$ cat src/rtl/fpga_cfg_pkg.sv
// Shared definitions for the FPGA configuration-chain loader: FSM states and default widths.
package fpga_cfg_pkg;

   localparam int WORD_W_DEF = 32;
   localparam int LEN_W_DEF  = 16;

   typedef enum logic [2:0] {
      IDLE  = 3'd0,
      LOAD  = 3'd1,
      SHIFT = 3'd2,
      LATCH = 3'd3,
      DONE  = 3'd4
   } cfg_state_t;

   function automatic logic is_busy(input cfg_state_t s);
      return (s == LOAD) || (s == SHIFT) || (s == LATCH);
   endfunction

endpackage

$ cat src/rtl/fpga_cfg_readback.sv
// Collects the chain tail bit on every shift cycle into LSB-first words (used when FPGA_CFG_READBACK_EN is defined).
module fpga_cfg_readback
   import fpga_cfg_pkg::*;
#(
   parameter int WORD_W = WORD_W_DEF
) (
   input  logic              clock,
   input  logic              resetb,
   input  logic              clr,
   input  logic              sample,
   input  logic              last,
   input  logic              ret,
   output logic [WORD_W-1:0] rb_data,
   output logic              rb_valid
);

   localparam int IDX_W = (WORD_W > 1) ? $clog2(WORD_W) : 1;

   logic [WORD_W-1:0] acc;
   logic [WORD_W-1:0] acc_nxt;
   logic [IDX_W-1:0]  idx;

   // Writing by index leaves the unfilled upper bits of a short final word at zero.
   assign acc_nxt = acc | (WORD_W'(ret) << idx);

   always_ff @(posedge clock or negedge resetb) begin
      if (!resetb) begin
         acc      <= '0;
         idx      <= '0;
         rb_data  <= '0;
         rb_valid <= 1'b0;
      end else begin
         rb_valid <= 1'b0;
         if (clr) begin
            acc <= '0;
            idx <= '0;
         end else if (sample) begin
            if ((idx == IDX_W'(WORD_W - 1)) || last) begin
               rb_data  <= acc_nxt;
               rb_valid <= 1'b1;
               acc      <= '0;
               idx      <= '0;
            end else begin
               acc <= acc_nxt;
               idx <= idx + IDX_W'(1);
            end
         end
      end
   end

endmodule

$ cat src/rtl/fpga_cfg_ctrl.sv
// Serial configuration-chain loader: accepts words, shifts chain_len bits LSB-first, then pulses cfg_set.
// Optional readback of the chain tail is enabled with `define FPGA_CFG_READBACK_EN.
module fpga_cfg_ctrl
   import fpga_cfg_pkg::*;
#(
   parameter int WORD_W = WORD_W_DEF,
   parameter int LEN_W  = LEN_W_DEF
) (
   input  logic              clock,
   input  logic              resetb,
   input  logic              start,
   input  logic              abort,
   input  logic [LEN_W-1:0]  chain_len,
   input  logic              wr_valid,
   input  logic [WORD_W-1:0] wr_data,
   output logic              wr_ready,
   output logic              cfg_en,
   output logic              cfg_data,
   input  logic              cfg_ret,
   output logic              cfg_set,
   output logic              busy,
   output logic              done,
   output logic              err
`ifdef FPGA_CFG_READBACK_EN
   ,
   output logic [WORD_W-1:0] rb_data,
   output logic              rb_valid
`endif
);

   localparam int CNT_W = $clog2(WORD_W + 1);

   cfg_state_t        state, state_nxt;
   logic [LEN_W-1:0]  remaining;
   logic [WORD_W-1:0] shreg;
   logic [CNT_W-1:0]  bit_cnt;
   logic [CNT_W-1:0]  word_bits;
   logic              err_q;

   logic idle_like, accept_start, reject_start, abort_hit, word_acc, shifting;

   assign idle_like    = (state == IDLE) || (state == DONE);
   assign accept_start = idle_like && start && (chain_len != '0);
   assign reject_start = idle_like && start && (chain_len == '0);
   assign abort_hit    = abort && is_busy(state);
   assign word_acc     = (state == LOAD) && wr_valid && !abort;
   assign shifting     = (state == SHIFT) && !abort;

   // A word carries at most WORD_W bits; the last one may be shorter and its upper bits are dropped.
   assign word_bits = (remaining >= LEN_W'(WORD_W)) ? CNT_W'(WORD_W) : CNT_W'(remaining);

   always_ff @(posedge clock or negedge resetb) begin
      if (!resetb) state <= IDLE;
      else         state <= state_nxt;
   end

   always_comb begin
      state_nxt = state;
      case (state)
         IDLE, DONE: if (accept_start) state_nxt = LOAD;
         LOAD:       if (wr_valid) state_nxt = SHIFT;
         SHIFT:      if (bit_cnt == CNT_W'(1))
                        state_nxt = (remaining == LEN_W'(1)) ? LATCH : LOAD;
         LATCH:      state_nxt = DONE;
         default:    state_nxt = IDLE;
      endcase
      if (abort_hit) state_nxt = IDLE;
   end

   always_comb begin
      wr_ready = (state == LOAD);
      cfg_en   = (state == SHIFT);
      cfg_data = (state == SHIFT) && shreg[0];
      cfg_set  = (state == LATCH);
      busy     = is_busy(state);
      done     = (state == DONE);
      err      = err_q;
   end

   always_ff @(posedge clock or negedge resetb) begin
      if (!resetb) begin
         remaining <= '0;
         shreg     <= '0;
         bit_cnt   <= '0;
         err_q     <= 1'b0;
      end else begin
         err_q <= reject_start;
         if (accept_start)  remaining <= chain_len;
         else if (shifting) remaining <= remaining - LEN_W'(1);
         if (word_acc) begin
            shreg   <= wr_data;
            bit_cnt <= word_bits;
         end else if (shifting) begin
            shreg   <= shreg >> 1;
            bit_cnt <= bit_cnt - CNT_W'(1);
         end
      end
   end

`ifdef FPGA_CFG_READBACK_EN
   fpga_cfg_readback #(.WORD_W(WORD_W)) u_readback (
      .clock    (clock),
      .resetb   (resetb),
      .clr      (state == IDLE),
      .sample   (cfg_en),
      .last     (cfg_en && (remaining == LEN_W'(1))),
      .ret      (cfg_ret),
      .rb_data  (rb_data),
      .rb_valid (rb_valid)
   );
`else
   logic unused_cfg_ret;
   assign unused_cfg_ret = cfg_ret;
`endif

endmodule

$ cat config.mk
export PLATFORM = sky130hd
export DESIGN_NAME = fpga_cfg_ctrl
export DESIGN_NICKNAME = d
export VERILOG_FILES = /design/src/rtl/fpga_cfg_pkg.sv /design/src/rtl/fpga_cfg_readback.sv /design/src/rtl/fpga_cfg_ctrl.sv
export SDC_FILE = /design/constraint.sdc
export NUM_CORES = 1
export LEC_CHECK = 0
export CORE_MARGIN = 2
export CORE_UTILIZATION = 51
export CTS_CLUSTER_SIZE = 28
export DETAILED_ROUTE_END_ITERATION = 8
export HOLD_SLACK_MARGIN = 0.03
export PLACE_DENSITY = 0.86
export SYNTH_ARGS = -nofsm -noshare
export SYNTH_HDL_FRONTEND = slang
export SYNTH_SLANG_ARGS = --single-unit
$ cat constraint.sdc
create_clock -name clock -period 2.2 [get_ports clock]
set_input_delay 0.44 -clock clock [delete_from_list [all_inputs] [get_ports clock]]
set_output_delay 0.44 -clock clock [all_outputs]
set_load 0.01 [all_outputs]
* Word level (Yosys, flattened, before mapping)
Index checks and enable logic that the tools add are counted.
** Word-level totals
- Register bits after elaboration :: 58
- Word-level logic and storage cells :: 49
- Output and inout bits :: 7
- Bits of input ports :: 54
** Cells by class
- $add $sub $neg :: 2
- Order comparisons :: 1
- Eq/ne operators :: 9
- Reductions and logical operators :: 19
- Muxes and demuxes :: 13
** Operators with widths (count)
- $mux W32 :: 2
- $mux W16 :: 2
- $mux W6 :: 3
- $eq A16 B1 Y1 const B :: 1
- $ge A16 B6 Y1 const B :: 1
- $logic_not A16 Y1 :: 1
- $reduce_bool A16 Y1 :: 1
- $sub A16 B1 Y16 const B :: 1
- $mux W3 :: 4
- $pmux W3 S4 :: 1
- $logic_and A1 B1 Y1 :: 8
- $eq A3 B2 Y1 const B :: 2
- $eq A6 B1 Y1 const B :: 1
- $sub A6 B1 Y6 const B :: 1
- $reduce_bool A2 Y1 :: 2
- $eq A3 B1 Y1 const B :: 1
- $eq A3 B3 Y1 const B :: 1
- $logic_not A3 Y1 :: 1
- $logic_or A1 B1 Y1 :: 3
- $ne A3 B1 Y1 const B :: 1
- $ne A3 B2 Y1 const B :: 1
- $ne A3 B3 Y1 const B :: 1
- $reduce_and A3 Y1 :: 1
- $mux W2 :: 1
- 2 further kinds :: 2

* Logic depth before layout (Yosys ltp)
Gate-level depths: netlist of the first run.
- Depth after elaboration :: 7
- Mapped depth :: 6
- Gate-level depth less buffers :: 5

* Worst setup path before layout of the first run
No wires, ideal clock.
- Path type :: input to register
- From :: input abort
- To :: register shreg[27]
- Library setup time :: 134 ps
- Arrival :: 1761 ps
- Stages :: 6
- Path slack :: 305 ps
- Data required time :: 2066 ps
- Path buffers :: 3
- Cell sequence :: clkbuf_1 or4b_1 buf_2 buf_2 mux2i_1 o21ai_0
** Between the ends
- Longest elaborated chain between the ends :: 3
- Elaborated cells between the ends (all ways) :: 5
- Classes of those cells :: mux (1); reduce/logical (4)
** Ends and longest elaborated chain
- from (decl) :: line fpga_cfg_ctrl.sv:12 : input logic abort,
- $logic_not A1 Y1 (*) :: line fpga_cfg_ctrl.sv:46, fpga_cfg_ctrl.sv:47
- $logic_and A1 B1 Y1 (on tied branches) :: line fpga_cfg_ctrl.sv:46, fpga_cfg_ctrl.sv:47
- $mux W32 or $reduce_bool A2 Y1 (tied branches)
- to (signal assigned) :: line fpga_cfg_ctrl.sv:91 : shreg <= wr_data;
- to (signal assigned) :: line fpga_cfg_ctrl.sv:94 : shreg <= shreg >> 1;
- to (decl) :: line fpga_cfg_ctrl.sv:35 : logic [WORD_W-1:0] shreg;
Mark *: on every way between the ends. The rest lies on a longest branch, timed or not.
A chain may end at the register's enable or synchronous reset.

* Final worst setup path of the first run
- From :: register state[1]
- To :: output done
** Between the ends
- Longest elaborated chain between the ends :: 1
** Ends and longest elaborated chain
- from (decl) :: line fpga_cfg_ctrl.sv:33 : cfg_state_t state, state_nxt;
- from (signal assigned) :: line fpga_cfg_ctrl.sv:54 : else state <= state_nxt;
- $eq A3 B3 Y1 :: line fpga_cfg_ctrl.sv:76 : done = (state == DONE);
- to (decl) :: line fpga_cfg_ctrl.sv:22 : output logic done,
Every way passes these cells.

==> impl_results.html, run 1 <==
<table>
<tr><th>Metric</th><th>Value</th></tr>
<tr><th colspan="2">GRT</th></tr>
<tr><td>Antenna violations before repair</td><td>0</td></tr>
<tr><td>Total GRT Usage</td><td>23.4%</td></tr>
<tr><td>Largest net degree at the start of global routing</td><td>64</td></tr>
<tr><td>First-pass GRT wire length</td><td>11700 µm</td></tr>
<tr><td>Vias in the first global route</td><td>2522</td></tr>
<tr><td>Overall overflow remaining after global route</td><td>0</td></tr>
<tr><th colspan="2">Die</th></tr>
<tr><td>I/O pin cnt</td><td>61</td></tr>
<tr><td>Overall die area</td><td>0.00657 mm²</td></tr>
<tr><td>Core area</td><td>0.00582 mm²</td></tr>
<tr><td>Initial core utilization</td><td>52.1%</td></tr>
<tr><td>FP Rows</td><td>28</td></tr>
<tr><td>Width of the chip</td><td>81.1 µm</td></tr>
<tr><td>Die Y-Extent</td><td>81.1 µm</td></tr>
<tr><th colspan="2">Placement</th></tr>
<tr><td>Estimated wirelength of the detail-placed design</td><td>4940 µm</td></tr>
<tr><td>Last weighted congestion value of the routability-driven placer</td><td>0.868</td></tr>
<tr><td>Port buffer count</td><td>59</td></tr>
<tr><td>Placed cells</td><td>453</td></tr>
<tr><th colspan="2">CTS</th></tr>
<tr><td>Buffer type at the clock tree root</td><td>sky130_fd_sc_hd__clkbuf_8</td></tr>
<tr><td>Clock tree from TritonCTS</td><td>yes</td></tr>
<tr><td>Inserted Clock Buffers</td><td>9</td></tr>
<tr><td>Clock transition at the registers of the reported paths</td><td>60 ps</td></tr>
<tr><td>Latest clock arrival within the worst-skew pair</td><td>340 ps</td></tr>
<tr><td>CTS H-tree depth</td><td>3</td></tr>
<tr><td>Clock sink count</td><td>58</td></tr>
<tr><td>Number of buffers on the longest clock path</td><td>2</td></tr>
<tr><th colspan="2">Finish</th></tr>
<tr><td>Final design utilization</td><td>71.0%</td></tr>
<tr><td>Fin nets</td><td>452</td></tr>
<tr><td>Final standard cell count with taps included and fillers excluded</td><td>473</td></tr>
<tr><td>Filler Cell Count</td><td>447</td></tr>
<tr><td>Top library cells by usage in the layout, fill and taps aside</td><td>sky130_fd_sc_hd__clkdlybuf4s50_1, sky130_fd_sc_hd__dfrtp_1, sky130_fd_sc_hd__nand2_1</td></tr>
<tr><td>Relative area change from synthesis to final layout</td><td>36.4%</td></tr>
<tr><td>Most frequent standard cell in the layout excluding fill and tap cells</td><td>sky130_fd_sc_hd__clkdlybuf4s50_1</td></tr>
<tr><td>Number of diodes</td><td>0</td></tr>
<tr><td>Fraction of final layout cells with drive strength greater than 1</td><td>14.8%</td></tr>
<tr><th colspan="2">Synthesis</th></tr>
<tr><td>Fraction of registers with async set or reset after synthesis</td><td>100%</td></tr>
<tr><td>Mean post-synth cell area</td><td>9.67 µm²</td></tr>
<tr><td>Count of synthesis-stage warnings from yosys</td><td>0</td></tr>
<tr><td>Number of flops mapped to enable cells by yosys</td><td>0</td></tr>
<tr><td>Post-synth design cell area</td><td>0.00303 mm²</td></tr>
<tr><td>Number of distinct library cells after synthesis</td><td>43</td></tr>
<tr><td>Part of the Yosys area used for sequential elements</td><td>47.9%</td></tr>
<tr><td>Cell count after synthesis</td><td>313</td></tr>
<tr><td>Most used DFF post-synth</td><td>sky130_fd_sc_hd__dfrtp_1</td></tr>
<tr><td>FF+latch count, synth</td><td>58</td></tr>
<tr><td>Post-synth net total</td><td>372</td></tr>
<tr><th colspan="2">Critical path</th></tr>
<tr><td>Worst reg2reg path depth</td><td>4</td></tr>
<tr><td>Source of the critical timing path</td><td>state[1]</td></tr>
<tr><td>Setup slack, reg-to-reg</td><td>240 ps</td></tr>
<tr><td>Critical register-to-register path endpoint</td><td>remaining[15]</td></tr>
<tr><td>Data required time at the worst endpoint</td><td>1760 ps</td></tr>
<tr><td>Type of element launching the critical path</td><td>flip-flop</td></tr>
<tr><td>CP Data Arrival Time</td><td>1740 ps</td></tr>
<tr><td>Critical register-to-register path startpoint</td><td>remaining[10]</td></tr>
<tr><td>Critical path type</td><td>flip-flop to primary output</td></tr>
<tr><td>Maximum fanout encountered on the critical timing path</td><td>7</td></tr>
<tr><td>Capturing element type of the critical path</td><td>primary output</td></tr>
<tr><th colspan="2">STA</th></tr>
<tr><td>RSZ-0062 raised after global routing</td><td>true</td></tr>
<tr><td>Worst Tran Pin Value</td><td>487 ps</td></tr>
<tr><td>Pins Over Slew Limit</td><td>0</td></tr>
<tr><td>Fin Clk Skew</td><td>7.17 ps</td></tr>
<tr><td>Slew headroom</td><td>67.3%</td></tr>
<tr><td>Final setup violation count</td><td>0</td></tr>
<tr><td>Endpoints failing hold</td><td>0</td></tr>
<tr><td>Final critical path time including I/O delays and setup</td><td>2180 ps</td></tr>
<tr><td>Period utilisation layout</td><td>99.1%</td></tr>
<tr><td>Achievable clock frequency</td><td>0.458 GHz</td></tr>
<tr><td>Setup TNS after final layout</td><td>0 ps</td></tr>
<tr><th colspan="2">Run</th></tr>
<tr><td>Maximum capacitance violations</td><td>0</td></tr>
<tr><th colspan="2">Route</th></tr>
<tr><td>Number of vias per cell after detailed routing</td><td>5.60</td></tr>
<tr><td>First-pass DRT Iterations</td><td>5</td></tr>
<tr><td>Routed wire length per instance</td><td>14.8 µm</td></tr>
<tr><td>DRT iter0 DRCs</td><td>100</td></tr>
<tr><td>Detailed-route via count</td><td>2650</td></tr>
<tr><td>Final ANT Viol Nets</td><td>0</td></tr>
<tr><td>Final wirelength</td><td>7010 µm</td></tr>
<tr><td>Number of remaining DRC errors</td><td>0</td></tr>
<tr><th colspan="2">Pwr</th></tr>
<tr><td>Maximum ir drop on the vdd rail</td><td>0.616 mV</td></tr>
<tr><td>Cell area power density</td><td>1190 mW/mm²</td></tr>
<tr><td>Total leakage power</td><td>1.92 nW</td></tr>
<tr><td>PnR Total Power</td><td>0.00491 W</td></tr>
<tr><th colspan="2">Hold path</th></tr>
<tr><td>Worst hold path type</td><td>primary input to async pin</td></tr>
<tr><th colspan="2">Status</th></tr>
<tr><td>Status</td><td>finished clean</td></tr>
</table>
[report_power, final]
group	switching (W)	internal [W]	total [W]
Combinational	0.000896	0.000959	0.00185
Clock	0.000423	0.000665	0.00109
Sequential	0.000411	0.00155	0.00197
Total	0.00173	0.00318	0.00491
[worst max-delay path by stage]
stage | endpoint | slack [ps] | depth (start not counted)
global placement | shreg[26] | -100 | 5
floorplan | shreg[27] | 310 | 6
global route | done | -30 | 3
CTS | done | 20 | 3
detailed placement | remaining[15] | -160 | 6
finish | done | 20 | 3
[flip-flops by register name, indices dropped and copies added (netlist names)]
name and count:
bit_cnt 6, err 1, remaining 16, shreg 32, state 3
[layout make-up]
class                   instances  area, µm²  area share (%)
multi-input cells             229       1500            36.3
flip-flops and latches         58       1460            35.2
repair buffers                 90        846            20.5
clock buffers                  11        141            3.42
well taps                      75       93.8            2.27
clock inverters                 5       77.6            1.88
inverters                       5       18.8           0.454
[synth_stat cells, types with 6 or more instances]
master / n / area [µm²]
sky130_fd_sc_hd__buf_2: 8 / 40.0
sky130_fd_sc_hd__nor4_1: 9 / 56.3
sky130_fd_sc_hd__mux2i_1: 32 / 320
sky130_fd_sc_hd__o21ai_0: 44 / 220
sky130_fd_sc_hd__clkbuf_1: 13 / 48.8
sky130_fd_sc_hd__nand2_1: 49 / 184
sky130_fd_sc_hd__or3_1: 6 / 37.5
sky130_fd_sc_hd__nor2_1: 15 / 56.3
sky130_fd_sc_hd__nand3_1: 8 / 40.0
sky130_fd_sc_hd__dfrtp_1: 58 / 1450
sky130_fd_sc_hd__xor2_1: 6 / 52.6
sky130_fd_sc_hd__nand4_1: 6 / 37.5
[layer usage]
layer	part of all wire [%]	routed length, µm	global-route usage [%]	vias to the layer above
li1	-	-	-	1286
met1	42	2970	29.9	1242
met2	49	3430	39.3	105
met3	7.2	506	6.44	17
met4	1.5	104	6.61	0
met5	0	0	0	-
[timing repair]
item	in CTS	in global routing
gates resized for setup	6	3
hold buffers	0	0
setup buffers	2	2
endpoints found under the setup margin	5	3
[worst max-delay path, cell delays in order, from the launching register on]
cell	delay [ps]
sky130_fd_sc_hd__dfrtp_2	450
sky130_fd_sc_hd__nor2_1	220
sky130_fd_sc_hd__and2_1	190
sky130_fd_sc_hd__clkdlybuf4s50_1	550
[cells by family (layout without fill, tap and decap cells)]
logic type | after synthesis | after routing | synth area share (%)
compound gates | 70 | 70 | 14.1
xor+xnor | 9 | 9 | 2.60
fa+ha+maj | 5 | 5 | 2.07
buf+inv | 26 | 111 | 3.55
flops | 58 | 58 | 47.9
mux | 32 | 32 | 10.6
simple gates | 113 | 113 | 19.1
[through the flow]
step                      setup WS, ps  hold WS (ps)  cell area (µm²)
after floorplan                    305           144             3030
after global placement            -102           462             3850
after detailed placement          -157           467             3850
after CTS                         16.1           112             4100
after global routing             -32.4           112             4130
final                             18.8          91.0             4130
(Power assumes the default switching activity.)
==> run 2, diff against run 1 <==
MAX_ROUTING_LAYER = met4   (was default)
==> run 2 against run 1 <==
Compared with the run above:
- via count decreased by 0.53%
- non-clock buffer count unchanged
- die area unchanged
- flip-flop and latch count unchanged
- worst setup slack improved by 15 ps
- critical path type unchanged
- highest routed layer unchanged
==> impl_results.html, run 2 (synthesized netlist as in run 1, its figures left out) <==
<table>
<tr><th>Metric</th><th>Value</th></tr>
<tr><th colspan="2">Pwr</th></tr>
<tr><td>Maximum ir drop on the vdd rail</td><td>0.614 mV</td></tr>
<tr><td>Portion of total power attributed to combinational logic</td><td>37.8%</td></tr>
<tr><td>Fraction of power consumed by sequential logic</td><td>40.1%</td></tr>
<tr><td>Switching power as a share of total power</td><td>35.1%</td></tr>
<tr><td>Int Power</td><td>0.00318 W</td></tr>
<tr><td>Cell area power density</td><td>1190 mW/mm²</td></tr>
<tr><td>Clock power share</td><td>22.2%</td></tr>
<tr><td>Total leakage power</td><td>1.92 nW</td></tr>
<tr><td>PnR Total Power</td><td>0.00490 W</td></tr>
<tr><td>Switching power total</td><td>0.00172 W</td></tr>
<tr><th colspan="2">STA</th></tr>
<tr><td>Pins Over Slew Limit</td><td>0</td></tr>
<tr><td>Final critical path time including I/O delays and setup</td><td>2170 ps</td></tr>
<tr><td>Min Hold Slack</td><td>96.3 ps</td></tr>
<tr><td>Final setup violation count</td><td>0</td></tr>
<tr><td>Worst Tran Pin Value</td><td>487 ps</td></tr>
<tr><td>RSZ-0062 raised after global routing</td><td>true</td></tr>
<tr><td>Achievable clock frequency</td><td>0.462 GHz</td></tr>
<tr><td>Period utilisation layout</td><td>98.5%</td></tr>
<tr><td>Endpoints failing hold</td><td>0</td></tr>
<tr><td>Setup TNS after final layout</td><td>0 ps</td></tr>
<tr><td>Slew headroom</td><td>67.3%</td></tr>
<tr><td>Fin Clk Skew</td><td>7.82 ps</td></tr>
<tr><th colspan="2">Placement</th></tr>
<tr><td>Last weighted congestion value of the routability-driven placer</td><td>0.882</td></tr>
<tr><td>Port buffer count</td><td>59</td></tr>
<tr><td>Post-DP Area</td><td>0.00385 mm²</td></tr>
<tr><td>Estimated wirelength of the detail-placed design</td><td>4940 µm</td></tr>
<tr><th colspan="2">Route</th></tr>
<tr><td>Routed wire length per instance</td><td>14.8 µm</td></tr>
<tr><td>Number of vias per cell after detailed routing</td><td>5.57</td></tr>
<tr><td>DRT iter0 DRCs</td><td>124</td></tr>
<tr><td>Detailed-route via count</td><td>2636</td></tr>
<tr><td>Number of remaining DRC errors</td><td>0</td></tr>
<tr><td>Final ANT Viol Nets</td><td>0</td></tr>
<tr><td>Final wirelength</td><td>6990 µm</td></tr>
<tr><td>First-pass DRT Iterations</td><td>4</td></tr>
<tr><th colspan="2">CTS</th></tr>
<tr><td>Latest clock arrival within the worst-skew pair</td><td>340 ps</td></tr>
<tr><td>Clock transition at the registers of the reported paths</td><td>60 ps</td></tr>
<tr><td>Number of buffers on the longest clock path</td><td>2</td></tr>
<tr><td>Hold-fix buffers, CTS</td><td>0</td></tr>
<tr><td>Clock tree from TritonCTS</td><td>yes</td></tr>
<tr><td>CTS H-tree depth</td><td>3</td></tr>
<tr><td>Buffer type at the clock tree root</td><td>sky130_fd_sc_hd__clkbuf_8</td></tr>
<tr><td>Clock sink count</td><td>58</td></tr>
<tr><td>Inserted Clock Buffers</td><td>9</td></tr>
<tr><th colspan="2">GRT</th></tr>
<tr><td>First-pass GRT wire length</td><td>11700 µm</td></tr>
<tr><td>Total GRT Usage</td><td>24.2%</td></tr>
<tr><td>Vias in the first global route</td><td>2524</td></tr>
<tr><td>Antenna violations before repair</td><td>0</td></tr>
<tr><td>Overall overflow remaining after global route</td><td>0</td></tr>
<tr><td>Largest net degree at the start of global routing</td><td>64</td></tr>
<tr><th colspan="2">Finish</th></tr>
<tr><td>Fraction of final layout cells with drive strength greater than 1</td><td>14.8%</td></tr>
<tr><td>Final design utilization</td><td>71.0%</td></tr>
<tr><td>Post-route cell area</td><td>0.00413 mm²</td></tr>
<tr><td>Largest registers</td><td>shreg: 32 flops, remaining: 16 flops, bit_cnt: 6 flops</td></tr>
<tr><td>Relative area change from synthesis to final layout</td><td>36.4%</td></tr>
<tr><td>Fin nets</td><td>452</td></tr>
<tr><td>FF/Latch Area</td><td>0.00146 mm²</td></tr>
<tr><td>Reg with most FFs</td><td>shreg</td></tr>
<tr><td>Top library cells by usage in the layout, fill and taps aside</td><td>sky130_fd_sc_hd__clkdlybuf4s50_1, sky130_fd_sc_hd__dfrtp_1, sky130_fd_sc_hd__nand2_1</td></tr>
<tr><td>Most frequent standard cell in the layout excluding fill and tap cells</td><td>sky130_fd_sc_hd__clkdlybuf4s50_1</td></tr>
<tr><td>Number of diodes</td><td>0</td></tr>
<tr><td>Max FFs per register</td><td>32</td></tr>
<tr><td>Multi-input gate area in the final layout</td><td>0.00150 mm²</td></tr>
<tr><td>Filler Cell Count</td><td>447</td></tr>
<tr><th colspan="2">Critical path</th></tr>
<tr><td>Type of element launching the critical path</td><td>flip-flop</td></tr>
<tr><td>Critical path type</td><td>flip-flop to primary output</td></tr>
<tr><td>CP Data Arrival Time</td><td>1730 ps</td></tr>
<tr><td>Capturing element type of the critical path</td><td>primary output</td></tr>
<tr><td>Slowest stage cell on the critical path</td><td>sky130_fd_sc_hd__clkdlybuf4s50_1</td></tr>
<tr><td>CP max stage delay</td><td>550 ps</td></tr>
<tr><td>Data required time at the worst endpoint</td><td>1760 ps</td></tr>
<tr><td>Worst path cell trace</td><td>nor2_1, and2_1, clkdlybuf4s50_1</td></tr>
<tr><td>Maximum fanout encountered on the critical timing path</td><td>7</td></tr>
<tr><th colspan="2">Die</th></tr>
<tr><td>I/O pin cnt</td><td>61</td></tr>
<tr><td>Initial core utilization</td><td>52.1%</td></tr>
<tr><td>Overall die area</td><td>0.00657 mm²</td></tr>
<tr><td>Core area</td><td>0.00582 mm²</td></tr>
<tr><td>Width of the chip</td><td>81.1 µm</td></tr>
<tr><td>FP Rows</td><td>28</td></tr>
<tr><td>Die Y-Extent</td><td>81.1 µm</td></tr>
<tr><th colspan="2">Run</th></tr>
<tr><td>Maximum capacitance violations</td><td>0</td></tr>
<tr><th colspan="2">Hold path</th></tr>
<tr><td>Worst hold path type</td><td>primary input to async pin</td></tr>
<tr><th colspan="2">Status</th></tr>
<tr><td>Status</td><td>finished clean</td></tr>
</table>
## run 2: cell counts in the layout (fill, tap and decap cells not counted)
No cell type changed its count.
## run 2: power by group through the flow
stage,clock (W),combinational [W],sequential [W]
3_5_place_dp,0,0.00174,0.00197
2_1_floorplan,0,0.00123,0.00181
3_3_place_gp,0,0.00166,0.00194
6_report,0.00109,0.00185,0.00196
5_1_grt,0.00116,0.00207,0.00203
4_1_cts,0.00110,0.00181,0.00195
## run 2: what timing repair did
| action | CTS | global route |
|---|---|---|
| resized for setup | 6 | 3 |
| setup endpoints to repair | 5 | 3 |
| buffers inserted | 2 | 2 |
| pin swaps | 0 | 0 |
## run 2: layout make-up
cell class                 count  area share, %
clock buffer                  11           3.42
clock inverter                 5           1.88
inverter                       5          0.454
multi-input combinational    229           36.3
sequential                    58           35.2
tap                           75           2.27
timing repair buffer          90           20.5
## run 2: per-stage QoR
stage / cells / setup WS, ps
2_1_floorplan: 313 / 305
3_3_place_gp: 453 / -102
3_5_place_dp: 453 / -157
4_1_cts: 471 / 16.1
5_1_grt: 473 / -32.4
6_report: 473 / 33.4
## run 2: worst paths after layout
check | from | end | slack [ps] | cells past startpoint
worst max-delay path | state[1] | done | 30 | 3
worst min register to register | shreg[31] | shreg[31] | 510 | 2
max in group asynchronous | resetb | state[0] | 1830 | 2
worst max register to register | remaining[10] | remaining[15] | 240 | 4
min in group clock | shreg[31] | shreg[31] | 510 | 2
worst min-delay path | resetb | remaining[13] | 100 | 2
## run 2: worst max-delay path, delay by kind of cell (launching register included)
family / cells / cell delay [ps]
flops: 1 / 440
simple gates: 2 / 400
buf+inv: 1 / 550
## run 2: routing by layer
metal,track usage (%),part of all wire [%]
met1,30.0,43
met4,6.61,1.7
met3,6.33,6.0
met5,-,0
met2,39.3,49
